**src/rtl/lidar_pkg.sv**
```systemverilog
// Shared constants, state encoding and byte decode for the TF-LC02 host link.
// The receive-side decoder imports the same frame constants.
package lidar_pkg;

   localparam logic [7:0] HDR0        = 8'h55;
   localparam logic [7:0] HDR1        = 8'hAA;
   localparam logic [7:0] LEN         = 8'h00;
   localparam logic [7:0] TAIL        = 8'hFA;
   localparam int         FRAME_BYTES = 5;
   localparam logic [2:0] LAST_IDX    = 3'(FRAME_BYTES - 1);

   typedef enum logic [1:0] {
      ST_IDLE = 2'd0,
      ST_SEND = 2'd1,
      ST_WAIT = 2'd2,
      ST_GAP  = 2'd3
   } state_e;

   // Indices 5..7 cannot occur; they fall through to the tail byte.
   function automatic logic [7:0] frame_byte(input logic [2:0] idx, input logic [7:0] cmd);
      case (idx)
         3'd0:    frame_byte = HDR0;
         3'd1:    frame_byte = HDR1;
         3'd2:    frame_byte = cmd;
         3'd3:    frame_byte = LEN;
         default: frame_byte = TAIL;
      endcase
   endfunction

endpackage

```
**src/rtl/lidar_poll_timer.sv**
```systemverilog
// Idle-gap timer for auto polling: counts while enabled and flags terminal count.
// Terminal count sits at POLL_CYCLES so the gap spans POLL_CYCLES+1 clocks before the next SEND.
module lidar_poll_timer #(
   parameter int POLL_CYCLES = 5_000_000
) (
   input  logic i_Clk,
   input  logic i_Rst,
   input  logic i_fClr,
   input  logic i_fEn,
   output logic o_fTc
);

   localparam int CW = $clog2(POLL_CYCLES + 1);
   localparam logic [CW-1:0] TC_VAL = CW'(POLL_CYCLES);

   logic [CW-1:0] cnt_q, cnt_d;

   assign o_fTc = (cnt_q == TC_VAL);

   always_comb begin
      cnt_d = cnt_q;
      if (i_fClr)
         cnt_d = '0;
      else if (i_fEn && !o_fTc)
         cnt_d = cnt_q + 1'b1;
   end

   always_ff @(posedge i_Clk or negedge i_Rst) begin
      if (!i_Rst)
         cnt_q <= '0;
      else
         cnt_q <= cnt_d;
   end

endmodule

```
**src/rtl/lidar_cmd_tx.sv**
```systemverilog
// Command-frame sequencer feeding the byte UART transmitter: 55 AA cmd 00 FA,
// with optional auto re-issue after a programmable idle gap.
//
//   state | meaning
//   IDLE  | waiting for a start request
//   SEND  | presenting current byte, strobing tx start once the transmitter is ready
//   WAIT  | byte in flight, waiting for the transmitter's done pulse
//   GAP   | auto-poll idle gap before re-sending the latched command
module lidar_cmd_tx
   import lidar_pkg::*;
#(
   parameter int POLL_CYCLES = 5_000_000
) (
   input  logic       i_Clk,
   input  logic       i_Rst,
   input  logic       i_fStart,
   input  logic [7:0] i_Cmd,
   input  logic       i_fAuto,
   output logic       o_fBusy,
   output logic       o_fFrameDone,
   output logic       o_fTx,
   output logic [7:0] o_TxData,
   input  logic       i_fTxReady,
   input  logic       i_fTxDone
);

   state_e      state_q, state_d;
   logic [2:0]  idx_q, idx_d;
   logic [7:0]  cmd_q, cmd_d;
   logic        gap_tc;
   logic        gap_clr;

   assign gap_clr = (state_q != ST_GAP) || !i_fAuto || gap_tc;

   lidar_poll_timer #(.POLL_CYCLES(POLL_CYCLES)) u_poll_timer (
      .i_Clk  (i_Clk),
      .i_Rst  (i_Rst),
      .i_fClr (gap_clr),
      .i_fEn  (state_q == ST_GAP),
      .o_fTc  (gap_tc)
   );

   assign o_TxData = frame_byte(idx_q, cmd_q);
   assign o_fBusy  = (state_q != ST_IDLE);

   always_comb begin
      state_d      = state_q;
      idx_d        = idx_q;
      cmd_d        = cmd_q;
      o_fTx        = 1'b0;
      o_fFrameDone = 1'b0;
      case (state_q)
         ST_IDLE: begin
            if (i_fStart) begin
               cmd_d   = i_Cmd;
               idx_d   = 3'd0;
               state_d = ST_SEND;
            end
         end
         ST_SEND: begin
            if (i_fTxReady) begin
               o_fTx   = 1'b1;
               state_d = ST_WAIT;
            end
         end
         ST_WAIT: begin
            if (i_fTxDone) begin
               if (idx_q == LAST_IDX) begin
                  o_fFrameDone = 1'b1;
                  idx_d        = 3'd0;
                  state_d      = i_fAuto ? ST_GAP : ST_IDLE;
               end else begin
                  idx_d   = idx_q + 3'd1;
                  state_d = ST_SEND;
               end
            end
         end
         ST_GAP: begin
            if (!i_fAuto) begin
               state_d = ST_IDLE;
            end else if (gap_tc) begin
               idx_d   = 3'd0;
               state_d = ST_SEND;
            end
         end
         default: state_d = ST_IDLE;
      endcase
   end

   always_ff @(posedge i_Clk or negedge i_Rst) begin
      if (!i_Rst) begin
         state_q <= ST_IDLE;
         idx_q   <= 3'd0;
         cmd_q   <= 8'h00;
      end else begin
         state_q <= state_d;
         idx_q   <= idx_d;
         cmd_q   <= cmd_d;
      end
   end

endmodule

```
**config.mk**
```make
export PLATFORM = sky130hd
export DESIGN_NAME = lidar_cmd_tx
export DESIGN_NICKNAME = d
export VERILOG_FILES = /design/src/rtl/lidar_pkg.sv /design/src/rtl/lidar_poll_timer.sv /design/src/rtl/lidar_cmd_tx.sv
export SDC_FILE = /design/constraint.sdc
export NUM_CORES = 1
export LEC_CHECK = 0
export BUFFER_PORTS_ARGS = -buffer_cell sky130_fd_sc_hd__buf_4
export CAP_MARGIN = 20
export CORE_AREA = 2 2 65 67
export CTS_CLUSTER_DIAMETER = 30
export CTS_CLUSTER_SIZE = 28
export DETAILED_ROUTE_END_ITERATION = 12
export DIE_AREA = 0 0 67 69
export PLACE_DENSITY = 0.71
export RECOVER_POWER = 50
export SLEW_MARGIN = 20
export SYNTH_ARGS = -nofsm -noshare
export SYNTH_HDL_FRONTEND = slang
export SYNTH_SLANG_ARGS = --single-unit
```
**constraint.sdc**
```tcl
create_clock -name i_Clk -period 1.9 [get_ports i_Clk]
set_input_delay 0.38 -clock i_Clk [delete_from_list [all_inputs] [get_ports i_Clk]]
set_output_delay 0.38 -clock i_Clk [all_outputs]
set_load 0.03 [all_outputs]
```
-- Word-level counts from Yosys, hierarchy flattened
Cells that the tools add are included.
- equality and inequality tests: 15
- multipliers: 0
- muxes and demuxes: 22
- shift operators: 0
- bitwise logic cells: 0
- reductions and logical operators: 13
- divide/modulo/power cells: 0
- $lt $le $gt $ge: 0
- add/sub/neg operators: 2
- operators with widths (cell ; count):
    2-to-1 mux 23 bit ; 2
    case mux 8 bit (4 select lines) ; 1
    adder 23 x 1 -> 23 bit, second input constant ; 1
    equality test 23 bit, second input constant ; 1
    2-to-1 mux 3 bit ; 5
    2-to-1 mux 2 bit ; 7
    != test 2 bit, second input constant ; 6
    case mux 3 bit (3 select lines) ; 1
    case mux 2 bit (4 select lines) ; 1
    equality test 3 x 2 -> 1 bit, second input constant ; 2
    2-to-1 mux 1 bit ; 5
    AND reduction 5 bit ; 1
    equality test 2 bit, second input constant ; 2
    AND reduction 4 bit ; 1
    nonzero test 2 bit ; 2
    adder 3 x 1 -> 3 bit, second input constant ; 1
    equality test 3 x 1 -> 1 bit, second input constant ; 1
    equality test 3 bit, second input constant ; 1
    zero test 3 bit ; 1
    != test 3 bit, second input constant ; 1
    nonzero test 3 bit ; 1
    equality test 2 x 1 -> 1 bit, second input constant ; 1
    zero test 1 bit ; 2
    zero test 2 bit ; 1
    other kinds (3) ; 4
- flip-flop bits (word level): 36
- bits in latches: 0
- RAM bits: 0
- logic and storage cells: 56
- ROM bits: 0
- output and inout bits: 11
- memories kept: 0

-- Longest topological paths before layout
Gate-level depths: netlist (run 1).
- depth in word-level cells: 5
- gate-level depth with buffers: 7

-- By module
A second synthesis (run 1) with hierarchy kept.
- cell total of the unflattened synthesis: 225
- area, all modules: 2142.1 sq um
- modules (own cells, without submodules) (module ; area each (sq um) ; cells each ; times used):
    lidar_poll_timer ; 1343.8 ; 143 ; 1
    lidar_cmd_tx ; 798.3 ; 82 ; 1

-- Worst setup path before layout (run 1)
Ideal clock, no wire load.
- path kind: register to output
- start point: register idx_q[0]
- end point: output port o_TxData[1]
- buffers on the path: 1
- required time: 1.520 ns
- stages on the path, launching flop included: 6
- setup slack: -0.176 ns
- arrival: 1.696 ns
- cells stage by stage: dfrtp_1 > inv_1 > ha_1 > clkbuf_1 > a21oi_1 > o21ai_0
- longest elaborated chain between the ends: 2
- elaborated cells between the ends (all ways): 5
- those cells by class: eq/ne: 3; mux: 1; reduce/logical: 1
- RTL lines (what ; line ; text):
    from (decl) ; lidar_cmd_tx.sv:28 ; logic [2:0] idx_q, idx_d;
    from (signal assigned) ; lidar_cmd_tx.sv:97 ; idx_q <= idx_d;
    equality test 3 x 2 -> 1 bit (tied with other cells) ; lidar_pkg.sv:21 ; case (idx)
    case mux 8 bit (4 select lines) (*) ; lidar_pkg.sv:21 ;
    to (decl) ; lidar_cmd_tx.sv:22 ; output logic [7:0] o_TxData,
Mark *: on every way between the ends. The rest lies on a longest branch, timed or not.

-- Worst setup path after layout (run 1)
- start point: register idx_q[1]
- end point: output port o_TxData[6]
Same word-level chain as after synthesis.

==> results_dict.tcl, run 1 <==
set metrics [dict create \
    postRouteAntennaNets 0 \
    layout-drive-gt1-share 0.320 \
    skew_ns 0.00486 \
    n_fill_cell 330 \
    leakage_uw 0.00106 \
    synth_top_area_cell "dfrtp_1" \
    synthArstFlopShare 1.00 \
    cp-start-kind "flop" \
    coreArea_um2 3910 \
    rsz0062_at_grt "yes" \
    cp.arrival_ns 1.55 \
    drv_cap 0 \
    grt_usage 0.203 \
    first_global_vias 1651 \
    required_ns 1.52 \
    synth_edf_count 0 \
    yosysWarnings 0 \
    yosysMostFrequentCell "dfrtp_1" \
    crit_path_end_kind "output pin" \
    die_w_um 67 \
    fin_crit_ns 1.93 \
    crit_slowest_cell "dfrtp_2" \
    violations "setup timing" \
    ir_drop_uv 545 \
    min_period_over_period 1.01 \
    antenna_found_initial 0 \
    drt_iter0_drc 86 \
    htreeDepth 2 \
    worst_pin_slew_ns 0.880 \
    fmax_ghz 0.519 \
    netlist_top_cells_count "dfrtp_1, nor2_1, a21oi_1" \
    hold_viol 0 \
    cts_tree "done" \
    netlist_instances 220 \
    synth_nets 241 \
    row_count 23 \
    die_h_um 69 \
    final_area_um2 2580 \
    relSlewSlack 0.414 \
    postSynthAreaPerCell_um2 9.40 \
    regToRegStartpoint "u_poll_timer.cnt_q[6]$_DFFE_PN0P_" \
    clk_pin_slew_ns 0.07 \
    diodes 0 \
    io_buffers 24 \
    place.gp.congestion 0.791 \
    multi_input_area_um2 1190 \
    overflow 0 \
    ctsRootBufferMaster "clkbuf_8" \
    synth_cell_type_count 40 \
    grt_pass1_wl_mm 7.22 \
    numCtsBuffers 5 \
    dr_total_vias 1755 \
    fp.dieArea_um2 4620 \
    status "finished with violations" \
    initial_core_util 0.528 \
    ys.flop_type "dfrtp_1" \
    ys_seq_area_frac 0.436 \
    wire_per_inst_um 14.5 \
    area_delta_synth_final_pct 24.7 \
    ctsLongestPathBuffers 2 \
    r2r_setup_slack_ns 0.18 \
    first_pass_iters 4 \
    critPathLaunch "idx_q[1]$_DFFE_PN0P_" \
    final_nets 273 \
    cp_cell_sequence "inv_2 > ha_4 > nor2_2 > o21bai_1 > o21ai_1 > buf_4" \
    seq_area_um2 903 \
    clk_latency_ns 0.29 \
    dpl-instance-area_um2 2350 \
    drc 0 \
    layout_setup_ws_ns -0.0279 \
    synth_top_area_share 0.436 \
    synth.cell_area_um2 2070 \
    slowest_delay_ns 0.47 \
    cp_max_fo 5 \
    dp_hpwl_mm 3.02 \
    timing.hold.ws_ns 0.191 \
    wirelength_mm 4.39 \
    netlist_top_cells_area "dfrtp_1, xor2_1, a21oi_1" \
    finalPower_uw 3340 \
    fin_setup_tns_ns -0.0445 \
    hold_class "in -> async" \
    via_per_inst 5.79 \
    ios 25 \
    finalSetupViolCount 3 \
    drv_slew 0 \
    clkSinkCount 36 \
    ys_ff_latch 36 \
    grt_max_degree 37 \
    crit_type "reg -> out" \
    powerDensity_nw_per_um2 1300 \
]
[flip-flops by register name, summed over array words and instances, names as in the netlist]
name,cells
cmd_q,8
idx_q,3
state_q,2
u_poll_timer.cnt_q,23
[cells by family after synthesis]
logic type | count (synthesis) | share of synthesized area
AND/OR/NAND/NOR | 89 | 0.243
AO/OA/AOI/OAI | 45 | 0.134
flip-flops | 36 | 0.436
buffers and inverters | 21 | 0.0411
XOR/XNOR | 13 | 0.0551
multiplexers | 9 | 0.0484
adder cells (fa/ha/maj) | 7 | 0.0423
[power by group]
group | internal, uW | switching (uW)
registers | 913 | 147
clock network | 289 | 276
logic | 756 | 962
[layout make-up]
| type | instances | share of cell area |
|---|---|---|
| Sequential cell | 36 | 0.350 |
| Tap cell | 50 | 0.0242 |
| Timing Repair Buffer | 37 | 0.116 |
| Clock inverter | 2 | 0.00388 |
| Multi-Input combinational cell | 163 | 0.460 |
| Inverter | 9 | 0.0141 |
| Clock buffer | 6 | 0.0320 |
[cells in the final DEF (no fill, tap or decap), types with 7 or more instances in the layout]
cell and count:
nand2_1 12, mux2_2 8, inv_1 7, buf_4 32, nand3_1 13, a21oi_1 14
dfrtp_1 34, nor2_1 23, nand4_1 9, xor2_1 12
[repair_timing]
| item | 4_1_cts | 5_1_grt |
|---|---|---|
| hold buffers | 0 | 0 |
| pin swaps | 0 | 3 |
| resized for setup | 10 | 19 |
| setup endpoints to repair | 9 | 9 |
| setup buffers | 1 | 1 |
[per-stage QoR]
stage / setup WS [ns] / instances / utilization
after floorplan: 0.0464 / 220 / -
final: -0.0279 / 303 / 0.659
after global routing: -0.0868 / 303 / 0.659
after global placement: 0.200 / 293 / 0.602
after CTS: -0.00502 / 302 / 0.637
after detailed placement: 0.163 / 293 / 0.602
[final timing paths]
kind | end | depth (start not counted)
min in group i_Clk | cmd_q[7]$_DFFE_PN0P_ | 2
worst min register to register | u_poll_timer.cnt_q[0]$_DFFE_PN0P_ | 1
worst max-delay path | o_TxData[6] | 6
worst max register to register | u_poll_timer.cnt_q[20]$_DFFE_PN0P_ | 4
worst min-delay path | idx_q[2]$_DFFE_PN0P_ | 1
max in group asynchronous | idx_q[0]$_DFFE_PN0P_ | 1
[per-layer routing]
layer	routed length, um	vias up	track usage
li1	-	856	-
met5	0	-	0
met4	74	0	0.0794
met1	1930	840	0.245
met3	243	9	0.0555
met2	2140	50	0.336
[critical path: cells and delay by family (launching register included)]
family,cells,cell delay (ns)
compound gates,2,0.28
simple gates,1,0.04
buf+inv,2,0.29
fa+ha+maj,1,0.18
flops,1,0.47
Power figures use the tool's default switching activity.
==> run 2, diff against run 1 <==
==> constraint.sdc (replaced) <==
create_clock -name i_Clk -period 2.14 [get_ports i_Clk]
set_input_delay 0.428 -clock i_Clk [delete_from_list [all_inputs] [get_ports i_Clk]]
set_output_delay 0.428 -clock i_Clk [all_outputs]
set_load 0.02 [all_outputs]
==> results_dict.tcl, run 2 (synthesized netlist as in run 1, its figures left out) <==
set metrics [dict create \
    clk_pin_slew_ns 0.07 \
    die_h_um 69 \
    final_nets 265 \
    cp-start-kind "flop" \
    final_cell_mix "dfrtp_1, buf_4, nor2_1" \
    endpoint "o_TxData[6]" \
    instances_no_fill 295 \
    powerDensity_nw_per_um2 1100 \
    r2r_end "cmd_q[0]$_DFFE_PN0P_" \
    antenna_found_initial 0 \
    place.gp.congestion 0.788 \
    die_w_um 67 \
    first_pass_iters 4 \
    clk_latency_ns 0.29 \
    numPlacedInstances 287 \
    ctsLongestPathBuffers 2 \
    dp_hpwl_mm 2.91 \
    wire_per_inst_um 14.3 \
    cts_setup_buffers 0 \
    cts_tree "done" \
    crit_path_end_kind "output pin" \
    cp_max_fo 5 \
    r2r_cells 3 \
    fin_setup_tns_ns 0 \
    required_ns 1.71 \
    grt_max_degree 37 \
    rsz0062_at_grt "no" \
    numCtsBuffers 5 \
    coreArea_um2 3910 \
    row_count 23 \
    r2r_setup_slack_ns 0.30 \
    critPathLaunch "idx_q[1]$_DFFE_PN0P_" \
    ir_drop_uv 445 \
    grt_pass1_wl_mm 7.36 \
    fin_crit_ns 2.04 \
    drv_slew 0 \
    via_per_inst 5.75 \
    drc 0 \
    relSlewSlack 0.406 \
    layout-drive-gt1-share 0.229 \
    status "finished clean" \
    cp.arrival_ns 1.61 \
    grt_usage 0.204 \
    final_common_cell "dfrtp_1" \
    initial_core_util 0.528 \
    worst_pin_slew_ns 0.891 \
    area_delta_synth_final_pct 17.4 \
    fp.dieArea_um2 4620 \
    first_global_vias 1645 \
    hold_viol 0 \
    overflow 0 \
    ctsRootBufferMaster "clkbuf_8" \
    clkSinkCount 36 \
    drt_iter0_drc 81 \
    finalSetupViolCount 0 \
    largest_reg_flops 23 \
    hold_class "in -> async" \
    postCtsHoldBufs 0 \
    ios 25 \
    reg_top3 "u_poll_timer.cnt_q (23), cmd_q (8), idx_q (3)" \
    wirelength_mm 4.23 \
    diodes 0 \
    drv_cap 0 \
    dr_total_vias 1697 \
    regToRegStartpoint "state_q[0]$_DFFE_PN0P_" \
    crit_type "reg -> out" \
    leakage_uw 0.00101 \
    cts_resized 5 \
    io_buffers 24 \
    n_fill_cell 325 \
    htreeDepth 2 \
    skew_ns 0.00388 \
    min_period_over_period 0.952 \
    top_register "u_poll_timer.cnt_q" \
    postRouteAntennaNets 0 \
    fmax_ghz 0.491 \
]
## run 2: how the worst min path moves through the flow
stage	slack, ns	start	end
4_1_cts	0.1	i_Rst	u_poll_timer.cnt_q[1]$_DFFE_PN0P_
3_5_place_dp	0.42	i_Rst	state_q[0]$_DFFE_PN0P_
3_3_place_gp	0.42	i_Rst	state_q[0]$_DFFE_PN0P_
5_1_grt	0.33	i_Rst	u_poll_timer.cnt_q[1]$_DFFE_PN0P_
2_1_floorplan	0.13	i_Rst	cmd_q[0]$_DFFE_PN0P_
6_report	0.25	i_Rst	state_q[0]$_DFFE_PN0P_
## run 2: area by class of cell
type                       instances  area (um2)  area share
inverter                           9        33.8      0.0139
timing repair buffer              29         215      0.0886
clock inverter                     2        35.0      0.0144
clock buffer                       6        72.6      0.0299
multi-input combinational        163        1110       0.456
sequential                        36         901       0.371
tap                               50        62.6      0.0258
## run 2: critical path, stage by stage, from the launching register on
cell,delay (ns)
dfrtp_1,0.44
inv_1,0.14
ha_1,0.26
nor2_1,0.07
o21bai_1,0.14
o21ai_0,0.11
buf_4,0.17
## run 2: report_power, final
part	internal [uW]	leakage [uW]	switching (uW)
clock network	346	0.0000552	241
registers	807	0.000478	108
logic	519	0.000476	646
total	1670	0.00101	994
## run 2: metrics by stage
stage / util / total power [uW] / setup WS, ns / instance area (um2) / hold WS (ns)
after detailed placement: 0.587 / 2050 / 0.194 / 2300 / 0.416
final: 0.621 / 2670 / 0.102 / 2430 / 0.252
after CTS: 0.621 / 2690 / 0.0539 / 2430 / 0.0955
after floorplan: - / 1640 / 0.220 / 2070 / 0.132
after global placement: 0.587 / 2030 / 0.285 / 2300 / 0.417
after global routing: 0.621 / 2850 / 0.00651 / 2430 / 0.333
## run 2: metal layers
metal,share of wire,track usage,vias up
met5,0,0,-
met4,0.021,0.0703,0
met3,0.058,0.0604,9
met2,0.48,0.332,44
met1,0.44,0.254,802
li1,-,-,842
==> run 3, diff against run 2 <==
BUFFER_PORTS_ARGS = -buffer_cell sky130_fd_sc_hd__buf_2   (was -buffer_cell sky130_fd_sc_hd__buf_4)
==> results_dict.tcl, run 3 (synthesized netlist as in run 1, its figures left out) <==
set metrics [dict create \
    status "finished clean" \
    internal-power_uw 1500 \
    hold_class "in -> async" \
    coreArea_um2 3910 \
    required_ns 1.71 \
    fmax_ghz 0.493 \
    cp_cell_sequence "inv_2 > ha_4 > nor2_1 > o21bai_1 > o21ai_0 > buf_2" \
    powerDensity_nw_per_um2 1050 \
    area_delta_synth_final_pct 15.2 \
    crit_family "flip-flops" \
    postLayoutCoreUtil 0.609 \
    cts_tree "done" \
    final_cell_mix "dfrtp_1, nor2_1, buf_2" \
    final_nets 269 \
    finalSetupViolCount 0 \
    r2r_setup_slack_ns 0.39 \
    grt_pass1_wl_mm 7.12 \
    relSlewSlack 0.402 \
    rsz0062_at_grt "yes" \
    netSwitchingPower_uw 991 \
    crit_slowest_cell "dfrtp_1" \
    seq_area_um2 902 \
    ctsRootBufferMaster "clkbuf_8" \
    dr_total_vias 1650 \
    fp.dieArea_um2 4620 \
    postCtsHoldBufs 0 \
    numCtsBuffers 5 \
    regToRegStartpoint "u_poll_timer.cnt_q[6]$_DFFE_PN0P_" \
    via_per_inst 5.52 \
    p_sw_frac 0.397 \
    clk_pin_slew_ns 0.07 \
    dp_hpwl_mm 2.84 \
    die_h_um 69 \
    drv_cap 0 \
    first_global_vias 1600 \
    io_buffers 24 \
    initial_core_util 0.528 \
    pwr-share-clk 0.190 \
    ir_drop_uv 412 \
    drv_slew 0 \
    cp.buffers_inverters 2 \
    wirelength_mm 4.15 \
    r2r_cells 4 \
    final_common_cell "dfrtp_1" \
    largest_reg_flops 23 \
    n_fill_cell 344 \
    first_pass_iters 4 \
    row_count 23 \
    slowest_delay_ns 0.42 \
    wire_per_inst_um 13.9 \
    cp_max_fo 8 \
    finalPower_uw 2490 \
    die_w_um 67 \
    worst_pin_slew_ns 0.897 \
    r2r_end "u_poll_timer.cnt_q[20]$_DFFE_PN0P_" \
    layout-drive-gt1-share 0.253 \
    min_period_over_period 0.948 \
    top_register "u_poll_timer.cnt_q" \
    reg_top3 "u_poll_timer.cnt_q (23), cmd_q (8), idx_q (3)" \
    hold_viol 0 \
    cp-start-kind "flop" \
    postRouteAntennaNets 0 \
    leakage_uw 0.000993 \
    cp.arrival_ns 1.60 \
    htreeDepth 2 \
    clkSinkCount 36 \
    ios 25 \
    ctsLongestPathBuffers 2 \
    seqPwrFrac 0.367 \
    grt_max_degree 37 \
    diodes 0 \
    fin_crit_ns 2.03 \
    overflow 0 \
    clk_latency_ns 0.29 \
    skew_ns 0.00277 \
    drt_iter0_drc 74 \
    crit_path_end_kind "output pin" \
    crit_type "reg -> out" \
    place.gp.congestion 0.791 \
    antenna_found_initial 0 \
    multi_input_area_um2 1110 \
    comb_power_share 0.443 \
    drc 0 \
    grt_usage 0.200 \
]
## run 3: cell types whose count changed in the layout (fill, tap and decap cells not counted), sizes merged
cell	previous run	this run
clkinv	1	3
bufinv	1	0
clkbuf	7	6
buf	28	32
## run 3: through the flow
stage / instance area (um2) / worst slack, ns / setup TNS (ns) / hold WS [ns] / cells
after global routing: 2380 / -0.0122 / -0.0253 / 0.335 / 299
final: 2380 / 0.111 / 0 / 0.256 / 299
after global placement: 2240 / 0.347 / 0 / 0.474 / 288
after floorplan: 2070 / 0.220 / 0 / 0.132 / 220
after CTS: 2330 / 0.0232 / 0 / 0.253 / 296
after detailed placement: 2240 / 0.286 / 0 / 0.487 / 288
## run 3: worst max path at each step
stage / cells past startpoint / endpoint / startpoint
2_1_floorplan: 5 / o_TxData[1] / idx_q[0]$_DFFE_PN0P_
3_3_place_gp: 6 / o_TxData[1] / idx_q[0]$_DFFE_PN0P_
3_5_place_dp: 6 / o_TxData[7] / idx_q[0]$_DFFE_PN0P_
4_1_cts: 6 / o_TxData[7] / idx_q[0]$_DFFE_PN0P_
5_1_grt: 6 / o_TxData[1] / idx_q[0]$_DFFE_PN0P_
6_report: 6 / o_TxData[7] / idx_q[0]$_DFFE_PN0P_
## run 3: final cells by class
cell class / count / share of cell area
Multi-Input combinational cell: 163 / 0.466
Timing Repair Buffer: 33 / 0.0787
Tap cell: 50 / 0.0262
Sequential cell: 36 / 0.378
Inverter: 9 / 0.0142
Clock buffer: 5 / 0.0289
Clock inverter: 3 / 0.00787
## run 3: what timing repair did
| item | in CTS | in global routing |
|---|---|---|
| resized for setup | 1 | 6 |
| endpoints found under the setup margin | 4 | 7 |
| buffers inserted | 0 | 3 |
| pin swaps | 0 | 1 |
## run 3: power groups by stage
stage	Combinational, uW	Clock, uW	Sequential [uW]
finish	1100	474	915
detailed placement	1020	0	924
global placement	1010	0	922
CTS	1040	497	910
floorplan	764	0	877
global route	1240	531	931
## run 3: worst reg2reg max path, stage by stage (launching register included)
cell and delay [ns]:
dfrtp_1 0.43, and4_1 0.33, nand2_2 0.21, or4_1 0.54, a21oi_1 0.17
## run 3: metal layers
layer,GRT usage,wire length [um],part of all wire
met1,0.239,1840,0.44
met5,0,0,0
met4,0.0794,57,0.014
met3,0.0489,234,0.056
met2,0.337,2020,0.49
